===== src/rtl/int2float_pipe.sv =====
// int2float_pipe: two-stage unsigned integer to mini-float converter with valid/ready
// flow control and exponent saturation.
// Build option: define INT2FLOAT_RNE_EN to round the discarded bits to nearest, ties to even;
// without it the mantissa is truncated (round toward zero).
module int2float_pipe #(
  parameter int unsigned IN_W  = 11,
  parameter int unsigned EXP_W = 3,
  parameter int unsigned MAN_W = 4
) (
  input  logic             clk,
  input  logic             rst_n,
  input  logic             in_valid,
  output logic             in_ready,
  input  logic [IN_W-1:0]  in_data,
  output logic             out_valid,
  input  logic             out_ready,
  output logic [EXP_W-1:0] out_exp,
  output logic [MAN_W-1:0] out_man,
  output logic             out_sat
);

  localparam int unsigned P_W     = $clog2(IN_W);
  localparam logic [31:0] EXP_MAX = 32'((1 << EXP_W) - 1);

  // Stage 1 state: captured word, leading-one index and small-value flag
  logic             r_s1_valid;
  logic [IN_W-1:0]  r_s1_x;
  logic [P_W-1:0]   r_s1_p;
  logic             r_s1_small;

  // Stage 2 state drives the outputs directly
  logic             r_s2_valid;
  logic [EXP_W-1:0] r_exp;
  logic [MAN_W-1:0] r_man;
  logic             r_sat;

  logic             w_s1_adv;
  logic             w_s2_adv;
  logic [P_W-1:0]   w_p;
  logic             w_small;
  logic [P_W-1:0]   w_shamt;
  logic [MAN_W-1:0] w_man_t;
  logic [31:0]      w_exp_t;
  logic [MAN_W-1:0] w_man_r;
  logic [31:0]      w_exp_r;
  logic [EXP_W-1:0] w_exp_n;
  logic [MAN_W-1:0] w_man_n;
  logic             w_sat_n;

`ifdef INT2FLOAT_RNE_EN
  localparam int unsigned MAN_W1 = MAN_W + 1;
  logic [IN_W-1:0]  w_rem;
  logic [IN_W-1:0]  w_half;
  logic             w_rnd_up;
  logic [MAN_W:0]   w_man_sum;
`endif

  // A stage moves forward when it is empty or the stage after it moves; bubbles collapse
  assign w_s2_adv  = ~r_s2_valid | out_ready;
  assign w_s1_adv  = ~r_s1_valid | w_s2_adv;
  assign in_ready  = w_s1_adv;
  assign out_valid = r_s2_valid;
  assign out_exp   = r_exp;
  assign out_man   = r_man;
  assign out_sat   = r_sat;

  // Leading-one search: the highest set bit wins
  always_comb begin
    w_p = '0;
    for (int i = 0; i < IN_W; i++) begin
      if (in_data[i]) w_p = P_W'(i);
    end
    w_small = ~|in_data[IN_W-1:MAN_W];
  end

  // Stage 1 register: accept a new word whenever stage 1 can advance
  always_ff @(posedge clk or negedge rst_n) begin
    if (!rst_n) begin
      r_s1_valid <= 1'b0;
      r_s1_x     <= '0;
      r_s1_p     <= '0;
      r_s1_small <= 1'b0;
    end else begin
      if (w_s1_adv) r_s1_valid <= in_valid;
      if (w_s1_adv && in_valid) begin
        r_s1_x     <= in_data;
        r_s1_p     <= w_p;
        r_s1_small <= w_small;
      end
    end
  end

  // Mantissa extraction, exponent, optional rounding and saturation
  always_comb begin
    // Shift amount only meaningful for non-small words; small words bypass this path
    w_shamt = r_s1_p - P_W'(MAN_W);
    w_man_t = MAN_W'(r_s1_x >> w_shamt);
    w_exp_t = 32'(r_s1_p) + 32'd1 - 32'(MAN_W);
`ifdef INT2FLOAT_RNE_EN
    w_rem     = r_s1_x & ((IN_W'(1) << w_shamt) - IN_W'(1));
    w_half    = (w_shamt == '0) ? '0 : (IN_W'(1) << (w_shamt - P_W'(1)));
    // No discarded bits when the shift is zero, so nothing to round
    w_rnd_up  = (w_shamt != '0) &&
                ((w_rem > w_half) || ((w_rem == w_half) && w_man_t[0]));
    w_man_sum = {1'b0, w_man_t} + MAN_W1'(w_rnd_up);
    w_man_r   = w_man_sum[MAN_W-1:0];
    // Carry out of the mantissa bumps the exponent; may then saturate
    w_exp_r   = w_exp_t + 32'(w_man_sum[MAN_W]);
`else
    w_man_r = w_man_t;
    w_exp_r = w_exp_t;
`endif
    w_exp_n = '0;
    w_man_n = '0;
    w_sat_n = 1'b0;
    if (r_s1_small) begin
      w_man_n = r_s1_x[MAN_W-1:0];
    end else if (w_exp_r > EXP_MAX) begin
      w_exp_n = '1;
      w_man_n = '1;
      w_sat_n = 1'b1;
    end else begin
      w_exp_n = w_exp_r[EXP_W-1:0];
      w_man_n = w_man_r;
    end
  end

  // Stage 2 register: outputs only change when a stage-1 word moves in
  always_ff @(posedge clk or negedge rst_n) begin
    if (!rst_n) begin
      r_s2_valid <= 1'b0;
      r_exp      <= '0;
      r_man      <= '0;
      r_sat      <= 1'b0;
    end else begin
      if (w_s2_adv) r_s2_valid <= r_s1_valid;
      if (w_s2_adv && r_s1_valid) begin
        r_exp <= w_exp_n;
        r_man <= w_man_n;
        r_sat <= w_sat_n;
      end
    end
  end

endmodule

===== config.mk =====
export PLATFORM = sky130hd
export DESIGN_NAME = int2float_pipe
export DESIGN_NICKNAME = d
export VERILOG_FILES = /design/src/rtl/int2float_pipe.sv
export SDC_FILE = /design/constraint.sdc
export NUM_CORES = 1
export LEC_CHECK = 0
export CAP_MARGIN = 20
export CORE_MARGIN = 3
export CORE_UTILIZATION = 45
export DETAILED_ROUTE_END_ITERATION = 12
export MAX_ROUTING_LAYER = met4
export PLACE_DENSITY = 0.69
export SETUP_SLACK_MARGIN = 0.5
export SYNTH_ARGS = -nofsm -noshare
export SYNTH_HDL_FRONTEND = slang
export SYNTH_SLANG_ARGS = --single-unit

===== constraint.sdc =====
create_clock -name clk -period 3.1 [get_ports clk]
set_input_delay 0.465 -clock clk [delete_from_list [all_inputs] [get_ports clk]]
set_output_delay 0.465 -clock clk [all_outputs]
set_load 0.02 [all_outputs]

# --- Word-level counts from Yosys, hierarchy flattened ---
# Index checks and enable logic that the tools add are counted.
op_classes:
  addsub: 3
  n_lt_le_gt_ge: 1
  n_shift: 1
  n_mux: 16
  bitwise_logic: 4
  reduce_logical: 4
op_table:
  columns: ["op", "n"]
  rows:
  - ["2-to-1 mux 4 bit", 9]
  - ["greater-than comparator 32 x 3 -> 1 bit (second input constant)", 1]
  - ["right shift 11 x 4 -> 4 bit", 1]
  - ["OR reduction 7 bit", 1]
  - ["2-to-1 mux 3 bit", 2]
  - ["subtractor 5 x 3 -> 6 bit (second input constant)", 1]
  - ["adder 4 x 1 -> 5 bit (second input constant)", 1]
  - ["2-to-1 mux 2 bit", 2]
  - ["subtractor 4 x 3 -> 4 bit (second input constant)", 1]
  - ["2-to-1 mux 1 bit", 3]
  - ["logical AND 1 bit", 2]
  - ["inverter 1 bit", 2]
  - ["bitwise OR 1 bit", 2]
  - ["zero test 1 bit", 1]
word_totals:
  regBits: 26
  inputBits: 15
  out_inout_bits: 10
  wordCells: 37

# --- Logic depth before layout (Yosys ltp) ---
depth:
  depth_word: 10
  ltp_mapped: 9
  ltp_nobuf: 7

# --- Worst setup path before layout ---
# No wires, ideal clock.
synth_path:
  kind: "flip-flop to flip-flop"
  start: "reg r_s1_p[2]"
  end: "reg r_man[2], in the netlist out_man[2]"
  setup_time_ps: 126
  arrival_time_ps: 1866
  t_required_ps: 2974
  setup_slack_ps: 1108
  stages_incl_launch_ff: 10
  path_buffers: 2
  period_less_slack_ps: 1992
  cell_sequence: "dfrtp_1 -> buf_4 -> inv_1 -> ha_1 -> clkbuf_1 -> mux2i_1 -> o21ai_0 -> a32oi_1 -> nand2_1 -> a221o_1"
synth_between:
  elab_chain_len: 5
  elab_cells_between_ends: 7
  cone_classes: "add/sub: 3; order compare: 1; shift: 1; mux: 2"
synth_lines:
  columns: ["item", "line_no", "text"]
  rows:
  - ["start, declared", "28", "logic [P_W-1:0] r_s1_p;"]
  - ["start signal, assigned", "87", "r_s1_p <= w_p;"]
  - ["adder 4 x 1 -> 5 bit", "98", "w_exp_t = 32'(r_s1_p) + 32'd1 - 32'(MAN_W);"]
  - ["subtractor 5 x 3 -> 6 bit", "98", null]
  - ["greater-than comparator 32 x 3 -> 1 bit", "118", "end else if (w_exp_r > EXP_MAX) begin"]
  - ["2-to-1 mux 4 bit (*)", "118", null]
  - ["2-to-1 mux 4 bit (*)", "116", "if (r_s1_small) begin"]
  - ["end signal, assigned", "139", "r_man <= w_man_n;"]
  - ["end, declared", "34", "logic [MAN_W-1:0] r_man;"]
# Mark *: on every way between the ends. The rest lies on a longest branch, timed or not.
# A chain may end at the register's enable or synchronous reset.

# --- Worst setup path after layout ---
layout_path:
  start: "reg r_s1_p[2]"
  end: "reg r_man[0], in the netlist out_man[0]"
# The elaborated chain is that of the path after synthesis.

==> run summary <==
In the final routed layout, each cell accounts on average for 15.3 um. The post-synthesis compound-gate area fraction came out at 17.5%. The number of DRC markers after the initial detailed-route iteration is 50. The area share of the largest cell type after synthesis is 41.9%. The share of the cycle needed by the critical path after routing came out at 73.6%. The worst pin sits at a relative slew slack of 53.0%. The utilization after layout came out at 57.9%.

The endpoint arrival time on the critical path is 2510 ps. The number of cell rows came out at 20. The flow ran to the end, and the final reports show no timing, DRC or antenna violations. The number of antenna violations at the first check in global routing came out at 0.

The die is 64.8 um wide. The maximum resistive drop on vdd came out at 187 uV. The multi-input gate area in the final layout came out at 823 um2. The post-synth design cell area came out at 1550 um2. At the end of the flow, the number of nets in the layout was 189. The routed design uses 1.64 mm of met2 wire. The wire length of the first global-routing pass came out at 5.56 mm. The routed design could run at a clock period as short as 2280 ps. On the final layout, the worst hold slack is 478 ps. The worst clock skew is 6.56 ps. TritonCTS built the clock tree.

The count of endpoints failing hold in the final timing report was 0. In the final layout, flip-flops and latches occupy 651 um2. The slew of the pin with the lowest slew margin is 703 ps.

The number of iterations in the first detailed-routing pass is 4. The number of remaining DRC errors came out at 0. Setup slack on the worst reg-to-reg path comes out at 820 ps. The count of final max-slew check failures came out at 0. The layout filler cell count came out at 304. The most used flip-flop cell after synthesis is sky130_fd_sc_hd__dfrtp_1. The total area inside the core boundary comes to 3180 um2. The post-route netlist has 14.2% of its cells at a drive strength greater than 1.

The count of warnings emitted by yosys is 0. The height of the die came out at 64.8 um. The post-CTS repair timing setup buffer count is 0. The data required time at the worst endpoint is 3330 ps. The static power due to leakage came out at 0.000798 uW. The number of distinct library cells after synthesis is 42.

Detailed routing placed a total of 151 um of wire on met3. Timing analysis after detailed placement gives a worst setup slack of 851 ps. The pin count of the biggest net entering global routing came out at 27. The total routed wirelength is 3.25 mm. The cell count after synthesis came out at 148. After synthesis, the cell types taking the most area are sky130_fd_sc_hd__dfrtp_1 (42%), sky130_fd_sc_hd__mux2_2 (7.2%), sky130_fd_sc_hd__mux2i_1 (7.1%), sky130_fd_sc_hd__nand2_1 (4.6%), sky130_fd_sc_hd__mux4_1 (3.4%). Setup violations remaining at the end of the flow were counted as 0. The number of max-cap violations came out at 0.

The antenna diode instance count came out at 0. At the end of routability-driven placement, the weighted congestion stood at 0.830. The final worst slack came out at 820 ps. The total number of vias came out at 1,178. The die covers 4190 um2.

Summing the areas of all and, or, nand and nor instances in the mapped netlist gives 12.6% of the synthesized area. The cell chosen for the clock root is sky130_fd_sc_hd__clkbuf_4. For this design, the CTS-stage hold fixing added 0 buffers. The biggest area contributor in the post-synthesis netlist is sky130_fd_sc_hd__dfrtp_1. The post-detailed-placement half-perimeter wirelength came out at 2.52 mm. The kind of end point of the critical path is a register.

The path class of the tightest hold or removal check is in2async. Summing the areas of all xor and xnor instances in the mapped netlist gives 0.564% of the synthesized area. The sink count of the clock tree is 26. The startpoint kind of the worst setup timing path is a register.

The count of input and output buffers is 24. The mux share of post-synthesis cell area came out at 19.2%. The number of global-route vias before repair was 1,190.

After synthesis the netlist holds a flip-flop and latch count of 26. The H-tree depth reported by CTS came out at 1. The maximum buffer depth of the clock tree is 2. After clock tree synthesis, the clock-pin slew on the worst setup and hold paths is 150 ps. The most common cell in the synthesized netlist is sky130_fd_sc_hd__dfrtp_1.

The latest clock arrival within the worst-skew pair came out at 330 ps. The number of gates given a new drive strength after cts is 0. After synthesis, the share of flip-flops with an asynchronous set or reset is 100%.

Setup repair after global routing left no endpoint under its margin. The post-synthesis average cell area came out at 10.5 um2. The total power per unit cell area is 550 nW/um2. The maximum fanout encountered on the critical timing path came out at 10.

Global routing finished with a remaining overflow of 0. Setup total negative slack on the finished layout was measured at 0 ps. The starting utilization of the core area came out at 48.9%. 25 I/O pins were placed.

The total clock buffers created by CTS came out at 3. Global routing used 17.4% of the available tracks across all layers. Once detail routing completed, the nets flagged for antenna violations numbered 0.

The met1 layer wirelength in the final routing is 1.40 mm. The number of enable flip-flop cells after synthesis is 0. The total chip power came out at 1010 uW. The signed area change from the synthesized netlist to the final layout is 18.4%. The maximum clock frequency is 0.439 GHz. The ratio of routed vias to standard cells came out at 5.53. The commonest cells after synthesis are sky130_fd_sc_hd__dfrtp_1 (26), sky130_fd_sc_hd__nand2_1 (19), sky130_fd_sc_hd__mux2i_1 (11). The sequential cell area fraction in the yosys report came out at 41.9%. The number of nets in the synthesized netlist is 167. Signal routing reaches up to met4.

The critical path is of the reg2reg type. After synthesis, the largest family of logic cells by area is multiplexers. Summing the areas of all fa, ha and maj instances in the mapped netlist gives 3.22% of the synthesized area.
==> worst max-delay path, cell delays in order, from the launching register on <==
cell	delay (ps)
sky130_fd_sc_hd__dfrtp_1	550
sky130_fd_sc_hd__inv_1	170
sky130_fd_sc_hd__ha_1	270
sky130_fd_sc_hd__a21boi_0	140
sky130_fd_sc_hd__a211o_2	330
sky130_fd_sc_hd__a21oi_4	260
sky130_fd_sc_hd__o211ai_2	120
sky130_fd_sc_hd__a221o_1	330
==> routing by layer <==
metal,global-route usage [%],vias to the layer above
met1,20.9,564
met2,29.0,36
met5,-,-
met3,2.60,6
li1,-,572
met4,7.39,0
==> registers in the layout, summed over array words and instances, names as in the netlist <==
| signal | flops |
|---|---|
| r_s1_p | 4 |
| r_s1_x | 11 |
| r_s1_small | 1 |
| out_man | 4 |
| r_s1_valid | 1 |
| out_exp | 3 |
| out_sat | 1 |
| out_valid | 1 |
==> cell type report <==
class	instances	share of cell area (%)
Inverter	5	1.02
Timing Repair Buffer	26	13.9
Clock buffer	4	1.97
Tap cell	44	2.99
Multi-Input combinational cell	108	44.8
Sequential cell	26	35.4
==> worst paths after layout <==
kind	startpoint	to	depth (start not counted)
max in group asynchronous	rst_n	r_s1_p[1]$_DFFE_PN0P_	2
worst max register to register	r_s1_p[2]$_DFFE_PN0P_	out_man[0]$_DFFE_PN0P_	7
worst max-delay path	r_s1_p[2]$_DFFE_PN0P_	out_man[0]$_DFFE_PN0P_	7
worst min register to register	out_sat$_DFFE_PN0P_	out_sat$_DFFE_PN0P_	2
min in group clk	out_sat$_DFFE_PN0P_	out_sat$_DFFE_PN0P_	2
worst min-delay path	rst_n	r_s1_x[8]$_DFFE_PN0P_	2
==> kinds of logic after synthesis <==
group / Yosys count
AO/OA/AOI/OAI: 36
adder cells (fa/ha/maj): 4
multiplexers: 24
XOR/XNOR: 1
AND/OR/NAND/NOR: 43
buffers and inverters: 14
flip-flops: 26
==> stage by stage <==
stage | std cells | cell area [um2]
final | 213 | 1840
after global routing | 213 | 1840
after CTS | 213 | 1840
after detailed placement | 209 | 1800
after global placement | 209 | 1800
after floorplan | 148 | 1550
==> report_power, final <==
part	internal, uW	switching [uW]	leakage (uW)
clock	71.9	105	0.0000210
sequential	397	53.7	0.000304
combinational	194	191	0.000473
==> placed cells by master, fill, tap and decap left out, types with 4 or more instances in the layout <==
cell type                         netlist  final
sky130_fd_sc_hd__dfrtp_1               26     26
sky130_fd_sc_hd__clkdlybuf4s50_1        0     24
sky130_fd_sc_hd__nand2_1               19     19
sky130_fd_sc_hd__mux2i_1               11     11
sky130_fd_sc_hd__mux2_2                10     10
sky130_fd_sc_hd__nor2_1                10     10
sky130_fd_sc_hd__o21ai_0                8      8
sky130_fd_sc_hd__nand2b_1               6      6
sky130_fd_sc_hd__inv_1                  4      4
sky130_fd_sc_hd__a211oi_1               4      4
sky130_fd_sc_hd__ha_1                   4      4
(Power assumes the default switching activity.)
